<file path="src/rtl/ssd_display_arbiter_if.sv">
// Display arbiter bus: base/message requester side (master) and arbiter side (slave).
// Carries source data, message handshake and the registered board-pin outputs.
interface ssd_display_arbiter_if;
  logic [31:0] base_val;
  logic [7:0]  base_en;
  logic [7:0]  base_dp;
  logic        msg_req;
  logic [31:0] msg_val;
  logic [7:0]  msg_en;
  logic [7:0]  msg_dp;
  logic        msg_ack;
  logic        msg_busy;
  logic        src;
  logic [7:0]  an;
  logic [7:0]  seg;

  modport master (
    output base_val, base_en, base_dp, msg_req, msg_val, msg_en, msg_dp,
    input  msg_ack, msg_busy, src, an, seg
  );

  modport slave (
    input  base_val, base_en, base_dp, msg_req, msg_val, msg_en, msg_dp,
    output msg_ack, msg_busy, src, an, seg
  );
endinterface

</file>
<file path="src/rtl/ssd_display_arbiter.sv">
// Eight-digit seven-segment scan with base/message source arbitration; all outputs registered.
// Optional SSD_ARB_PREEMPT_EN: a new message request while busy re-latches data and restarts the hold.
module ssd_display_arbiter #(
  parameter int SLOT_W       = 18,
  parameter int BLANK_CYCLES = 1024,
  parameter int HOLD_FRAMES  = 64
) (
  input  logic                 ClkPort,
  input  logic                 Reset,
  ssd_display_arbiter_if.slave io
);
  typedef enum logic [1:0] {ST_BASE, ST_PENDING, ST_SHOW} state_t;

  localparam logic [SLOT_W-1:0] SLOT_LAST = '1;
  localparam logic [SLOT_W-1:0] BLANK     = SLOT_W'(BLANK_CYCLES);
  localparam logic [7:0]        HOLD      = 8'(HOLD_FRAMES);

  state_t            state_q, state_d;
  logic [SLOT_W-1:0] slot_q, slot_d;
  logic [2:0]        digit_q, digit_d;
  logic [7:0]        hold_q, hold_d;
  logic              reload_q, reload_d;
  logic [31:0]       mval_q, mval_d;
  logic [7:0]        men_q, men_d;
  logic [7:0]        mdp_q, mdp_d;
  logic              en_snap_q, en_snap_d;
  logic [7:0]        an_q, an_d;
  logic [7:0]        seg_q, seg_d;
  logic              ack_q, ack_d;
  logic              busy_q, busy_d;
  logic              src_q, src_d;

  logic              frame_end, accept, en_cur;
  logic [31:0]       act_val;
  logic [7:0]        act_en, act_dp;
  logic [3:0]        nib;

  function automatic logic [6:0] hex7(input logic [3:0] h);
    case (h)
      4'h0: hex7 = 7'b0000001;  4'h1: hex7 = 7'b1001111;
      4'h2: hex7 = 7'b0010010;  4'h3: hex7 = 7'b0000110;
      4'h4: hex7 = 7'b1001100;  4'h5: hex7 = 7'b0100100;
      4'h6: hex7 = 7'b0100000;  4'h7: hex7 = 7'b0001111;
      4'h8: hex7 = 7'b0000000;  4'h9: hex7 = 7'b0000100;
      4'hA: hex7 = 7'b0001000;  4'hB: hex7 = 7'b1100000;
      4'hC: hex7 = 7'b0110001;  4'hD: hex7 = 7'b1000010;
      4'hE: hex7 = 7'b0110000;  default: hex7 = 7'b0111000;
    endcase
  endfunction

  always_comb begin
    frame_end = (slot_q == SLOT_LAST) && (digit_q == 3'd7);
    slot_d    = slot_q + 1'b1;
    digit_d   = (slot_q == SLOT_LAST) ? digit_q + 3'd1 : digit_q;

    // src_q only changes at frame boundaries, so selecting on it keeps a frame single-source.
    act_val = src_q ? mval_q : io.base_val;
    act_en  = src_q ? men_q  : io.base_en;
    act_dp  = src_q ? mdp_q  : io.base_dp;
    nib     = act_val[{digit_q, 2'b00} +: 4];

    en_snap_d = en_snap_q;
    seg_d     = seg_q;
    if (slot_q == '0) begin
      en_snap_d = act_en[digit_q];
      seg_d     = act_en[digit_q] ? {hex7(nib), ~act_dp[digit_q]} : 8'hFF;
    end

    // Anode stays low one cycle into the next slot, where seg still holds this digit.
    en_cur = (slot_q == '0) ? act_en[digit_q] : en_snap_q;
    an_d   = 8'hFF;
    if (slot_q >= BLANK && en_cur) an_d = ~(8'd1 << digit_q);

    state_d  = state_q;
    hold_d   = hold_q;
    reload_d = reload_q;
    busy_d   = busy_q;
    src_d    = src_q;
    ack_d    = 1'b0;
    accept   = 1'b0;
    case (state_q)
      ST_BASE: if (io.msg_req) begin
        accept  = 1'b1;
        busy_d  = 1'b1;
        state_d = ST_PENDING;
      end
      ST_PENDING: if (frame_end) begin
        hold_d  = HOLD;
        src_d   = 1'b1;
        state_d = ST_SHOW;
      end
      ST_SHOW: if (frame_end) begin
        if (reload_q) begin
          hold_d   = HOLD;
          reload_d = 1'b0;
        end else if (hold_q == 8'd1) begin
          hold_d  = 8'd0;
          src_d   = 1'b0;
          busy_d  = 1'b0;
          state_d = ST_BASE;
        end else begin
          hold_d = hold_q - 8'd1;
        end
      end
      default: state_d = ST_BASE;
    endcase

`ifdef SSD_ARB_PREEMPT_EN
    if (state_q != ST_BASE && io.msg_req && !ack_q) begin
      accept = 1'b1;
      if (state_q == ST_SHOW) begin
        if (frame_end) begin
          hold_d   = HOLD;
          reload_d = 1'b0;
          src_d    = 1'b1;
          busy_d   = 1'b1;
          state_d  = ST_SHOW;
        end else begin
          reload_d = 1'b1;
        end
      end
    end
`endif

    mval_d = mval_q;
    men_d  = men_q;
    mdp_d  = mdp_q;
    if (accept) begin
      ack_d  = 1'b1;
      mval_d = io.msg_val;
      men_d  = io.msg_en;
      mdp_d  = io.msg_dp;
    end
  end

  always_ff @(posedge ClkPort or posedge Reset) begin
    if (Reset) begin
      state_q   <= ST_BASE;
      slot_q    <= '0;
      digit_q   <= 3'd0;
      hold_q    <= 8'd0;
      reload_q  <= 1'b0;
      mval_q    <= 32'd0;
      men_q     <= 8'd0;
      mdp_q     <= 8'd0;
      en_snap_q <= 1'b0;
      an_q      <= 8'hFF;
      seg_q     <= 8'hFF;
      ack_q     <= 1'b0;
      busy_q    <= 1'b0;
      src_q     <= 1'b0;
    end else begin
      state_q   <= state_d;
      slot_q    <= slot_d;
      digit_q   <= digit_d;
      hold_q    <= hold_d;
      reload_q  <= reload_d;
      mval_q    <= mval_d;
      men_q     <= men_d;
      mdp_q     <= mdp_d;
      en_snap_q <= en_snap_d;
      an_q      <= an_d;
      seg_q     <= seg_d;
      ack_q     <= ack_d;
      busy_q    <= busy_d;
      src_q     <= src_d;
    end
  end

  assign io.an       = an_q;
  assign io.seg      = seg_q;
  assign io.msg_ack  = ack_q;
  assign io.msg_busy = busy_q;
  assign io.src      = src_q;
endmodule
</file>
<file path="src/flat_wrapper.sv">
// flat-port wrapper written by rule: the top's interface ports become plain ports
module ssd_display_arbiter_flat 
#(
  parameter int SLOT_W       = 18,
  parameter int BLANK_CYCLES = 1024,
  parameter int HOLD_FRAMES  = 64
)
  (ClkPort, Reset, io_base_val, io_base_en, io_base_dp, io_msg_req, io_msg_val, io_msg_en, io_msg_dp, io_msg_ack, io_msg_busy, io_src, io_an, io_seg);
  ssd_display_arbiter_if io_i ();
  input  logic ClkPort;
  input  logic Reset;
  input wire logic [$bits(io_i.base_val)-1:0] io_base_val;
  input wire logic [$bits(io_i.base_en)-1:0] io_base_en;
  input wire logic [$bits(io_i.base_dp)-1:0] io_base_dp;
  input wire logic [$bits(io_i.msg_req)-1:0] io_msg_req;
  input wire logic [$bits(io_i.msg_val)-1:0] io_msg_val;
  input wire logic [$bits(io_i.msg_en)-1:0] io_msg_en;
  input wire logic [$bits(io_i.msg_dp)-1:0] io_msg_dp;
  output wire logic [$bits(io_i.msg_ack)-1:0] io_msg_ack;
  output wire logic [$bits(io_i.msg_busy)-1:0] io_msg_busy;
  output wire logic [$bits(io_i.src)-1:0] io_src;
  output wire logic [$bits(io_i.an)-1:0] io_an;
  output wire logic [$bits(io_i.seg)-1:0] io_seg;
  assign io_i.base_val = io_base_val;
  assign io_i.base_en = io_base_en;
  assign io_i.base_dp = io_base_dp;
  assign io_i.msg_req = io_msg_req;
  assign io_i.msg_val = io_msg_val;
  assign io_i.msg_en = io_msg_en;
  assign io_i.msg_dp = io_msg_dp;
  assign io_msg_ack = io_i.msg_ack;
  assign io_msg_busy = io_i.msg_busy;
  assign io_src = io_i.src;
  assign io_an = io_i.an;
  assign io_seg = io_i.seg;
  ssd_display_arbiter #(.SLOT_W(SLOT_W), .BLANK_CYCLES(BLANK_CYCLES), .HOLD_FRAMES(HOLD_FRAMES)) u_core (.ClkPort(ClkPort), .Reset(Reset), .io(io_i));
endmodule
</file>
<file path="config.mk">
export PLATFORM = sky130hd
export DESIGN_NAME = ssd_display_arbiter_flat
export DESIGN_NICKNAME = d
export VERILOG_FILES = /design/src/rtl/ssd_display_arbiter_if.sv /design/src/rtl/ssd_display_arbiter.sv /design/src/flat_wrapper.sv
export SDC_FILE = /design/constraint.sdc
export NUM_CORES = 1
export LEC_CHECK = 0
export ABC_AREA = 1
export BUFFER_PORTS_ARGS = -buffer_cell sky130_fd_sc_hd__buf_4
export CORE_UTILIZATION = 55
export DETAILED_ROUTE_END_ITERATION = 12
export GPL_ROUTABILITY_DRIVEN = 0
export PLACE_DENSITY = 0.92
export REMOVE_ABC_BUFFERS = 1
export SKIP_CTS_REPAIR_TIMING = 1
export SLEW_MARGIN = 20
export SYNTH_ARGS = -nofsm -noshare
export SYNTH_HDL_FRONTEND = slang
export SYNTH_SLANG_ARGS = --single-unit
</file>
<file path="constraint.sdc">
create_clock -name ClkPort -period 4.1 [get_ports ClkPort]
set_input_delay 0.615 -clock ClkPort [delete_from_list [all_inputs] [get_ports ClkPort]]
set_output_delay 0.615 -clock ClkPort [all_outputs]
set_load 0.02 [all_outputs]
</file>
# ---- Word-level counts from Yosys, hierarchy flattened
# Memory sizes are Yosys's and may differ from the RTL's.
# Cells that the tools add are included.
dict set report word_totals {
  register_bits 99
  rom_bits 112
  inputBits 99
  output_inout_bits 19
  wordCells 70
  n_memories 1
}
dict set report classes {
  add_sub_neg 3
  magnitude_cmp 2
  n_eq_ne 9
  shift 2
  mux 28
  n_bitwise 2
  reduce_logical 10
}
# name words word_bits rd rd_clocked_by_memory_dff wr line
set mem_list {}
lappend mem_list {{(no name shown)} 16 7 1 0 0 ssd_display_arbiter.sv:39} ;# case (h)
# operator n
set ops {}
lappend ops {{8-bit 2-to-1 mux} 7}
lappend ops {{32-bit 2-to-1 mux} 1}
lappend ops {{32-bit by 6-bit indexed part select with 4-bit output} 1}
lappend ops {{18-bit by 1-bit adder with 18-bit output (second input constant)} 1}
lappend ops {{18-bit == test (second input constant)} 1}
lappend ops {{18-bit by 11-bit >= comparator with 1-bit output (second input constant)} 1}
lappend ops {{18-bit zero test} 1}
lappend ops {{8-bit one-hot mux with 2 select lines} 1}
lappend ops {{4-bit AND reduction} 3}
lappend ops {{1-bit 2-to-1 mux} 10}
lappend ops {{8-bit by 1-bit == test with 1-bit output (second input constant)} 1}
lappend ops {{2-bit 2-to-1 mux} 4}
lappend ops {{8-bit NOT} 1}
lappend ops {{1-bit by 3-bit << shifter with 8-bit output (first input constant)} 1}
lappend ops {{8-bit by 1-bit subtractor with 8-bit output (second input constant)} 1}
lappend ops {{1-bit binary-select mux with 3-bit select} 2}
lappend ops {{2-bit by 1-bit != test with 1-bit output (second input constant)} 3}
lappend ops {{2-bit one-hot mux with 3 select lines} 1}
lappend ops {{3-bit by 4-bit less-than comparator with 1-bit output (second input constant)} 1}
lappend ops {{1-bit one-hot mux with 2 select lines} 2}
lappend ops {{2-bit nonzero test} 2}
lappend ops {{3-bit by 1-bit adder with 3-bit output (second input constant)} 1}
lappend ops {{3-bit == test (second input constant)} 1}
lappend ops {{3-bit AND reduction} 1}
lappend ops {{6 further kinds} 7}

# ---- Logic depth before layout (Yosys ltp)
# Gate-level depths: netlist of run 1.
dict set report depth {
  word_depth 6
  ltp_mapped 16
  mapped_depth_nobuf 14
}

# ---- Least setup slack after synthesis of run 1
# Ideal clock, no wire load.
dict set report synth_path {
  kind {reg2reg}
  from {reg u_core.src_q (netlist: u_core.io.src)}
  to {reg u_core.seg_q[4] (netlist: u_core.io.seg[4])}
  setup_ns 0.058
  arrival_ns 2.001
  t_required_ns 4.042
  path_slack_ns 2.041
  stages_incl_launch_ff 15
  n_path_buf 2
  synth_period_minus_slack_ns 2.059
  cell_sequence {dfrtp_1 buf_4 buf_4 or2_2 nand3_1 nand3_1 nand3_1 nand2_1 inv_1 ha_1 nand2_1 nand3_1 nand3_1 nand2_1 inv_1}
}
dict set report synth_via {
  elab_chain_len 4
  elab_cells_between_ends 7
  cone_classes {shift: 1; mux: 5; memory: 1}
}
# element line
set synth_rtl {}
lappend synth_rtl {{start, declared} ssd_display_arbiter.sv:31} ;# logic src_q, src_d;
lappend synth_rtl {{start signal, assigned} ssd_display_arbiter.sv:166} ;# src_q <= src_d;
lappend synth_rtl {{32-bit 2-to-1 mux or 8-bit 2-to-1 mux (tied branches)} {ssd_display_arbiter.sv:57, ssd_display_arbiter.sv:58}}
lappend synth_rtl {{32-bit by 6-bit indexed part select with 4-bit output or 1-bit binary-select mux with 3-bit select (tied branches)} {ssd_display_arbiter.sv:60, ssd_display_arbiter.sv:66}}
lappend synth_rtl {{memory read 16 x 7 bit or 1-bit 2-to-1 mux (tied branches)} -}
lappend synth_rtl {{8-bit 2-to-1 mux *} ssd_display_arbiter.sv:66} ;# seg_d = act_en[digit_q] ? {hex7(nib), ~act_dp[digit_q]} : 8'hFF;
lappend synth_rtl {{end signal, assigned} ssd_display_arbiter.sv:163} ;# seg_q <= seg_d;
lappend synth_rtl {{end, declared} ssd_display_arbiter.sv:28} ;# logic [7:0] seg_q, seg_d;
# Mark *: on every way between the ends. The rest lies on a longest branch, timed or not. The select of a mux whose other input is x is not followed.
# A chain may end at the register's enable or synchronous reset.

# ---- Worst setup path in the final report of run 1
dict set report layout_path {
  from {reg u_core.src_q (netlist: u_core.io.src)}
  to {reg u_core.seg_q[5] (netlist: u_core.io.seg[5])}
}
# The elaborated chain is that of the path after synthesis.

==> results of run 1 <==
## worst reg2reg max path, stage by stage, from the launching register on
cell     delay [ns]
dfrtp_2        1.04
inv_4          0.33
nand2_1        0.15
nand3_1        0.08
nand3_1        0.11
nand3_1        0.09
nand2_1        0.22
inv_1          0.13
ha_1           0.23
inv_1          0.10
nand2_1        0.08
nand2_1        0.07
nand2_1        0.07
a21oi_1        0.15
## layer usage
layer | GRT usage | part of all wire | vias up
met1 | 0.357 | 0.42 | 2355
met5 | 0 | 0 | -
met4 | 0.117 | 0.025 | 0
met2 | 0.457 | 0.48 | 239
met3 | 0.0484 | 0.080 | 36
li1 | - | - | 2516
## how the worst max path moves through the flow
stage / endpoint / cells after the start
global placement: u_core.io.seg[4]$_DFFE_PP1N_ / 13
global route: u_core.io.seg[6]$_DFFE_PP1N_ / 12
CTS: u_core.io.seg[4]$_DFFE_PP1N_ / 14
floorplan: u_core.digit_q[0]$_DFFE_PP0N_ / 1
finish: u_core.io.seg[5]$_DFFE_PP1N_ / 13
detailed placement: u_core.io.seg[4]$_DFFE_PP1N_ / 14
## cell type report
cell class                 instances  share of cell area
sequential                        99               0.370
clock buffer                      11              0.0241
multi-input combinational        521               0.389
timing repair buffer             118               0.131
tap                              133              0.0246
clock inverter                     5             0.00649
inverter                          97              0.0548
## cells in the final DEF, fill, tap and decap left out, types with 3 or more instances in the layout
cell      synthesis  layout
inv_2             3       3
ha_1             19      19
xor2_1           16      16
nor2_1           56      56
nand3_1          76      76
nand2_2           6       6
o21ai_2           7       7
o21ai_0          55      55
dfrtp_1          83      82
xnor2_1           5       5
nor2_4            3       3
dfstp_2          16      16
nand2_4           4       4
inv_1            93      91
or2_2             6       6
buf_4             3     118
nor3_1            6       6
clkbuf_8          0      10
a21oi_1          13      13
nand2_1         233     233
## registers in the layout, indices dropped and copies added (netlist names)
name,cells
u_core.mdp_q,8
u_core.io.msg_ack,1
u_core.io.msg_busy,1
u_core.state_q,2
u_core.men_q,8
u_core.mval_q,32
u_core.hold_q,8
u_core.digit_q,3
u_core.en_snap_q,1
u_core.io.seg,8
u_core.io.src,1
u_core.io.an,8
u_core.slot_q,18
## Yosys cell counts, types with 4 or more instances
library cell  count
nand2_2           6
ha_1             19
buf_2            10
nor2_1           56
xnor2_1           5
o21ai_0          55
o21ai_2           7
nand3_1          76
xor2_1           16
inv_1            93
nand2_4           4
nand2_1         233
a21oi_1          13
nor3_1            6
clkbuf_1         16
or2_2             6
dfstp_2          16
dfrtp_1          83
## logic make-up (layout without fill, tap and decap cells)
group,Yosys count,in the layout,synth area share
AND/OR/NAND/NOR,397,397,0.305
buffers and inverters,127,231,0.0906
flip-flops,99,99,0.443
AO/OA/AOI/OAI,84,84,0.0862
XOR/XNOR,21,21,0.0327
adder cells (fa/ha/maj),19,19,0.0422
## power breakdown
group / total (mW) / internal, mW / switching (mW)
combinational: 1.60 / 0.583 / 1.01
sequential: 1.46 / 1.26 / 0.200
clock: 0.639 / 0.281 / 0.358
total: 3.69 / 2.12 / 1.57
==> results.toml, run 1 <==
[critical_path]
cp_num_buf_inv = 3
crit_type = "register to register"
crit_arrival_ns = 3.22
startpoint_type = "register"
r2r-end = "u_core.io.seg[5]$_DFFE_PP1N_"
cp_top_family = "flip-flops"
startpoint = "u_core.io.src$_DFFE_PP0P_"
critPathSlowestCell = "dfrtp_2"
end_kind = "register"
cpMostUsedCell = "nand2_1"
cpPeakStageDelay_ns = 1.04
cp.required_ns = 4.39
cp_max_fo = 63
reg2regPathDepth = 13
r2r_setup_slack_ns = 1.18
reg2reg_from = "u_core.io.src$_DFFE_PP0P_"
path_cells = "inv_4, nand2_1, nand3_1, nand3_1, nand3_1, nand2_1, inv_1, ha_1, inv_1, nand2_1, nand2_1, nand2_1, a21oi_1"

[timing]
period_minus_slack_ns = 2.92
setup_viol = 0
worst_pin_slew_ns = 1.01
fin_crit_sh = 0.713
tns_ns = 0
max_freq_mhz = 342
fin_ws_ns = 1.18
slew_headroom = 0.324
hold_violations = 0
finalMaxSlewViolations = 0
whs_ns = 0.393
grt_setup_unrepaired = "false"
clock_skew_ns = 0.0110

[synth]
synth_area_leaders = "dfrtp_1 (37%), nand2_1 (16%), dfstp_2 (7.5%), nand3_1 (6.8%), inv_1 (6.2%)"
synth_warnings = 0
async_reset_ff_frac = 1.00
synth-seq-area-share = 0.443
synth_top_area_share = 0.369
ys.flop_type = "dfrtp_1"
synth_largest_area_cell = "dfrtp_1"
synth_edf_count = 0
synth_cell_type_count = 35
synthCells = 747
ys_ff_latch = 99
syn_avg_cell_area_sq_um = 7.54
synthesis.area_sq_um = 5630

[clock_network]
clk_path_buf_depth = 2
clk_latency_ns = 0.36
numCtsBuffers = 9
cts_max_level = 3
cts.sinks = 99
clkSlewWorstSetupHoldPaths_ns = 0.10
cts-root-buf = "clkbuf_8"
cts_tree = "done"

[detailed_routing]
antenna_left = 0
routed_wl_um = 13700
drt_pass1_iterations = 5
initialDrtViolationCount = 342
vias = 5146
vias_per_cell = 5.23
post_drt_wl_per_cell_um = 13.9
drc = 0

[min_path]
hold_class = "input pin to async pin"

[placement]
pre_cts_ws_ns = 1.31
portBuffers = 117
placedCellCount = 968
place_area_sq_um = 6550
post-dp-hpwl_um = 9770

[grt]
grt_util_all_layers = 0.275
antenna_found_initial = 0
grt_max_degree = 84
grt_overflow = 0
grt_pass1_wl_um = 22600
grt_pass1_vias = 4936

[cells_and_area]
ff_latch_area_sq_um = 2500
final_cells = 984
layout-drive-gt1-share = 0.222
antenna_cells = 0
fill_cells = 766
design_area_sq_um = 6750
nNetsFinal = 964
final_core_util = 0.685
multiInputGateArea_sq_um = 2630
area_delta_synth_final_pct = 19.9

[pwr]
peakVddDrop_v = 0.000447
total_power_mw = 3.69
p_leak_nw = 3.55
power_density_nw_per_um2 = 547

[die]
ios = 118
dieArea_sq_um = 10700
die_h_um = 103
die_x_um = 103
core_sq_um = 9860
start_util = 0.571
rows = 36

[flow_run]
maxCapViolations = 0

[outcome]
status = "finished, final reports clean"
No activity file was read; power rests on OpenSTA's default activity.
==> run 2, diff against run 1 <==
- ABC_AREA: 1 -> 0
- CORE_UTILIZATION: 55 -> 49
- PLACE_DENSITY: 0.92 -> 0.88
- clock period: 4.1 -> 2.55 ns (I/O delays scaled with it)
==> run 2 against run 1 <==
  * Synthesized cell count shrank 48%
  * Largest cell class unchanged
  * Setup slack lost 1.2 ns
  * Power grew 64%
  * Critical path depth shrank 5
  * Sequential share of layout area grew 0.46 points
  * Flip-flop and latch count is the same
  * Via count shrank 27%
  * The run now ends with setup timing left
  * Die area grew 3.0%
  * Non-clock buffer count grew 26
  * First-iteration DRC count shrank 50%
==> results.toml, run 2 <==
[clock_network]
numCtsBuffers = 9
clk_path_buf_depth = 2
cts_tree = "done"
clkSlewWorstSetupHoldPaths_ns = 0.10
cts.sinks = 99
cts-root-buf = "clkbuf_8"
clk_latency_ns = 0.37
cts_max_level = 3

[grt]
grt_max_degree = 67
grt_pass1_vias = 3975
grt_pass1_wl_um = 18900
grt_overflow = 0
grt_util_all_layers = 0.221
antenna_found_initial = 0

[synth]
ys_ff_latch = 99
synth_warnings = 0
synth_top_area_share = 0.401
synth.most_common_cell = "dfrtp_1"
synth_area_leaders = "dfrtp_1 (40%), mux2_2 (12%), mux4_2 (8.7%), dfstp_2 (8.1%), ha_1 (4.6%)"
synth_edf_count = 0
synthesis.area_sq_um = 5170
synth_cell_type_count = 49
synth-seq-area-share = 0.483
synth_largest_area_cell = "dfrtp_1"
synthCells = 391
ys.flop_type = "dfrtp_1"
async_reset_ff_frac = 1.00
synth_common_cells = "dfrtp_1 (83), mux2_2 (53), mux4_2 (20), nor2_1 (20), ha_1 (19)"
syn_avg_cell_area_sq_um = 13.2

[timing]
setup_viol = 1
finalMaxSlewViolations = 0
fin_ws_ns = -0.00167
max_freq_mhz = 392
period_minus_slack_ns = 2.55
slew_headroom = 0.554
hold_violations = 0
grt_setup_unrepaired = "true"
worst_pin_slew_ns = 0.664
clock_skew_ns = 0.0168
fin_crit_sh = 1.00

[die]
ios = 118
rows = 37
die_x_um = 105
core_sq_um = 10300
die_h_um = 105
start_util = 0.503
dieArea_sq_um = 11000

[pwr]
peakVddDrop_v = 0.000658
p_leak_nw = 2.96
total_power_mw = 6.06
power_density_nw_per_um2 = 908

[cells_and_area]
nNetsFinal = 649
layout-drive-gt1-share = 0.513
reg_top3 = "u_core.mval_q (32), u_core.slot_q (18)"
fill_cells = 722
final_cell_mix = "buf_4 (137), dfrtp_1 (81), mux2_2 (53)"
final_common_cell = "buf_4"
antenna_cells = 0
largest_reg_flops = 32
area_delta_synth_final_pct = 29.0
regMostFlops = "u_core.mval_q"

[critical_path]
crit_arrival_ns = 2.86
end_kind = "register"
r2r-end = "u_core.io.seg[6]$_DFFE_PP1N_"
reg2reg_from = "u_core.digit_q[1]$_DFFE_PP0N_"
startpoint_type = "register"
crit_type = "register to register"
r2r_setup_slack_ns = -0.002
cp.required_ns = 2.86
cp_max_fo = 6
reg2regPathDepth = 8

[placement]
pre_cts_ws_ns = -0.0773
post-dp-hpwl_um = 8350
portBuffers = 117

[detailed_routing]
post_drt_wl_per_cell_um = 17.8
vias = 3758
drt_pass1_iterations = 4
antenna_left = 0
vias_per_cell = 5.59
initialDrtViolationCount = 172
drc = 0
routed_wl_um = 12000

[outcome]
violations = "setup timing"
status = "finished, violations left"

[flow_run]
maxCapViolations = 0

[min_path]
hold_class = "input pin to async pin"
==> run 2: cell count changes after synthesis, sizes merged, moves of 12 or more <==
cell | before | now
inv | 97 | 16
nor2 | 60 | 20
mux2 | 0 | 55
mux4 | 0 | 27
nand3 | 78 | 15
xor2 | 16 | 4
o21ai | 64 | 19
mux2i | 0 | 13
nand2 | 243 | 16
==> run 2: metal layers <==
metal  GRT usage  vias up  share of wire
met3      0.0574       20          0.054
met2       0.389      139           0.53
met4      0.0664        0          0.017
li1            -     1709              -
met1       0.265     1890           0.40
met5           0        -              0
==> run 2: power breakdown <==
part	switching, mW	total [mW]	internal, mW	leakage [nW]
Sequential	0.275	2.32	2.04	1.18
Clock	0.560	1.17	0.610	0.112
Combinational	1.14	2.57	1.44	1.66
Total	1.97	6.06	4.09	2.96
==> run 2: layout make-up <==
| class | count | area, sq um | area share |
|---|---|---|---|
| sequential | 99 | 2500 | 0.375 |
| multi-input combinational | 260 | 2550 | 0.383 |
| tap | 136 | 170 | 0.0255 |
| clock buffer | 11 | 151 | 0.0227 |
| inverter | 17 | 66.3 | 0.00994 |
| clock inverter | 5 | 83.8 | 0.0126 |
| timing repair buffer | 144 | 1150 | 0.172 |
==> run 2: cell families after synthesis <==
group | after synthesis | share of synthesized area
DFF | 99 | 0.483
muxes | 95 | 0.273
and+or+nand+nor | 89 | 0.0875
AOI/OAI and AO/OA | 38 | 0.0469
buffers and inverters | 32 | 0.0317
xor gates and xnor gates | 19 | 0.0322
adders and majority gates | 19 | 0.0459
==> run 2: worst max-delay path, stage by stage (launching register included) <==
cell,delay [ns]
dfrtp_2,0.43
buf_12,0.15
mux4_2,0.50
mux4_2,0.52
inv_2,0.13
ha_4,0.22
nor2_4,0.09
a2111oi_2,0.04
or3_1,0.39
==> run 2: metrics by stage <==
| stage | cell area [sq um] | hold WS, ns | TNS [ns] | util | instances |
|---|---|---|---|---|---|
| 6_report | 6670 | 0.0175 | -0.00167 | 0.649 | 672 |
| 5_1_grt | 6670 | 0.0396 | -0.126 | 0.649 | 672 |
| 4_1_cts | 6540 | 0.0178 | -0.191 | 0.636 | 664 |
| 3_5_place_dp | 6310 | 0.424 | -0.119 | 0.614 | 648 |
| 3_3_place_gp | 6310 | 0.422 | 0 | 0.614 | 648 |
| 2_1_floorplan | 5070 | 0.441 | -35.48 | - | 376 |
==> run 2: how the worst max path moves through the flow <==
stage / from / to / slack [ns] / cells past startpoint
after floorplan: u_core.io.src$_DFFE_PP0P_ / u_core.io.seg[6]$_DFFE_PP1N_ / -0.57 / 7
after global placement: u_core.digit_q[1]$_DFFE_PP0N_ / u_core.io.seg[6]$_DFFE_PP1N_ / 0.01 / 8
after detailed placement: u_core.digit_q[1]$_DFFE_PP0N_ / u_core.io.seg[6]$_DFFE_PP1N_ / -0.08 / 8
after CTS: u_core.digit_q[1]$_DFFE_PP0N_ / u_core.io.seg[6]$_DFFE_PP1N_ / -0.09 / 8
after global routing: u_core.digit_q[1]$_DFFE_PP0N_ / u_core.io.seg[6]$_DFFE_PP1N_ / -0.07 / 8
final: u_core.digit_q[1]$_DFFE_PP0N_ / u_core.io.seg[6]$_DFFE_PP1N_ / -0.002 / 8
==> run 3, diff against run 2 <==
- CTS_BUF_LIST: default -> sky130_fd_sc_hd__clkbuf_16
- clock period: 2.55 -> 2.1 ns (I/O delays scaled with it)
==> run 3 against run 2 <==
  * First-iteration DRC count fell by 1.2%
  * Fmax shrank 0.97%
  * Hold slack got worse by 0.016 ns
  * Largest power group unchanged
  * Sequential share of layout area decreased by 1.2 points
  * The run still ends with setup timing left
  * Largest cell class unchanged
  * Register-to-register slack lost 0.48 ns
  * Power rose by 31%
  * Critical path type unchanged
==> results.toml, run 3 (synthesis gave the netlist of run 2 again) <==
[die]
die_x_um = 105
rows = 37
start_util = 0.503
core_sq_um = 10300
die_h_um = 105
dieArea_sq_um = 11000
ios = 118

[clock_network]
cts_tree = "done"
clk_path_buf_depth = 2
clkSlewWorstSetupHoldPaths_ns = 0.07
numCtsBuffers = 9
cts_max_level = 3
cts.sinks = 99
cts-root-buf = "clkbuf_16"
clk_latency_ns = 0.35

[timing]
slew_headroom = 0.683
grt_setup_unrepaired = "true"
max_freq_mhz = 388
finalMaxSlewViolations = 0
tns_ns = -2.60
fin_ws_ns = -0.477
fin_crit_sh = 1.23
worst_pin_slew_ns = 0.465
clock_skew_ns = 0.00959
period_minus_slack_ns = 2.58
hold_violations = 0
setup_viol = 7
whs_ns = 0.00105

[grt]
grt_util_all_layers = 0.230
grt_overflow = 0
grt_max_degree = 50
antenna_found_initial = 0
grt_pass1_vias = 4085
grt_pass1_wl_um = 19500

[detailed_routing]
vias = 3852
post_drt_wl_per_cell_um = 18.1
drc = 0
antenna_left = 0
drt_pass1_iterations = 4
routed_wl_um = 12400
vias_per_cell = 5.60
initialDrtViolationCount = 170

[cells_and_area]
final_cell_mix = "buf_4 (150), dfrtp_1 (81), mux2_2 (53)"
antenna_cells = 0
final_common_cell = "buf_4"
ff_latch_area_sq_um = 2500
reg_top3 = "u_core.mval_q (32), u_core.slot_q (18)"
design_area_sq_um = 6900
multiInputGateArea_sq_um = 2600
area_delta_synth_final_pct = 33.3
regMostFlops = "u_core.mval_q"
layout-drive-gt1-share = 0.534
fill_cells = 706
final_cells = 688
nNetsFinal = 665
largest_reg_flops = 32
final_core_util = 0.671

[pwr]
p_leak_nw = 3.08
clkPwrFrac = 0.202
swShare = 0.324
total_power_mw = 7.95
combPwrFrac = 0.441
p_switching_mw = 2.57
peakVddDrop_v = 0.000610
power_density_nw_per_um2 = 1150
p_seq_frac = 0.357
internal_power_mw = 5.37

[critical_path]
crit_arrival_ns = 2.85
reg2regPathDepth = 8
reg2reg_from = "u_core.digit_q[1]$_DFFE_PP0N_"
startpoint_type = "register"
path_cells = "buf_12, mux4_2, mux4_2, buf_6, ha_4, mux2_4, mux2i_1, a21oi_1"
cp_num_buf_inv = 2
cp_max_fo = 8
r2r_setup_slack_ns = -0.48
r2r-end = "u_core.io.seg[4]$_DFFE_PP1N_"
cp_top_family = "multiplexers"
cpPeakStageDelay_ns = 0.53
critPathSlowestCell = "mux4_2"
crit_type = "register to register"
end_kind = "register"
cp.required_ns = 2.37
cpMostUsedCell = "mux4_2"

[flow_run]
maxCapViolations = 0

[min_path]
hold_class = "input pin to async pin"

[outcome]
status = "finished, violations left"
violations = "setup timing"

[placement]
portBuffers = 117
placedCellCount = 670
place_area_sq_um = 6470
post-dp-hpwl_um = 8860
pre_cts_ws_ns = -0.498
run 3: metal layers:
metal  global-route usage  up-vias  share of wire
met5                    0        -              0
met4                0.110        0          0.026
met3               0.0730       29          0.074
met2                0.391      165           0.51
met1                0.263     1912           0.39
li1                     -     1746              -
run 3: cell type report:
| cell class | count | area share |
|---|---|---|
| Tap cell | 136 | 0.0247 |
| Clock inverter | 7 | 0.00871 |
| Sequential cell | 99 | 0.362 |
| Multi-Input combinational cell | 260 | 0.377 |
| Inverter | 17 | 0.00962 |
| Timing Repair Buffer | 160 | 0.185 |
| Clock buffer | 9 | 0.0327 |
run 3: worst max path at each step:
stage                                  start                           end  slack [ns]  cells past startpoint
5_1_grt        u_core.digit_q[1]$_DFFE_PP0N_  u_core.io.seg[3]$_DFFE_PP1N_       -0.54                      9
4_1_cts        u_core.digit_q[1]$_DFFE_PP0N_  u_core.io.seg[6]$_DFFE_PP1N_       -0.53                      8
2_1_floorplan      u_core.io.src$_DFFE_PP0P_  u_core.io.seg[6]$_DFFE_PP1N_       -1.02                      7
3_3_place_gp   u_core.digit_q[1]$_DFFE_PP0N_  u_core.io.seg[5]$_DFFE_PP1N_       -0.37                      7
3_5_place_dp   u_core.digit_q[1]$_DFFE_PP0N_  u_core.io.seg[2]$_DFFE_PP1N_       -0.50                      8
6_report       u_core.digit_q[1]$_DFFE_PP0N_  u_core.io.seg[4]$_DFFE_PP1N_       -0.48                      8
run 3: power by group through the flow:
stage	Clock [mW]	Sequential, mW	Combinational (mW)
after global placement	0	2.78	2.91
after CTS	1.64	2.81	3.12
final	1.60	2.83	3.51
after detailed placement	0	2.84	3.08
after global routing	1.70	2.89	3.77
after floorplan	0	2.81	2.01
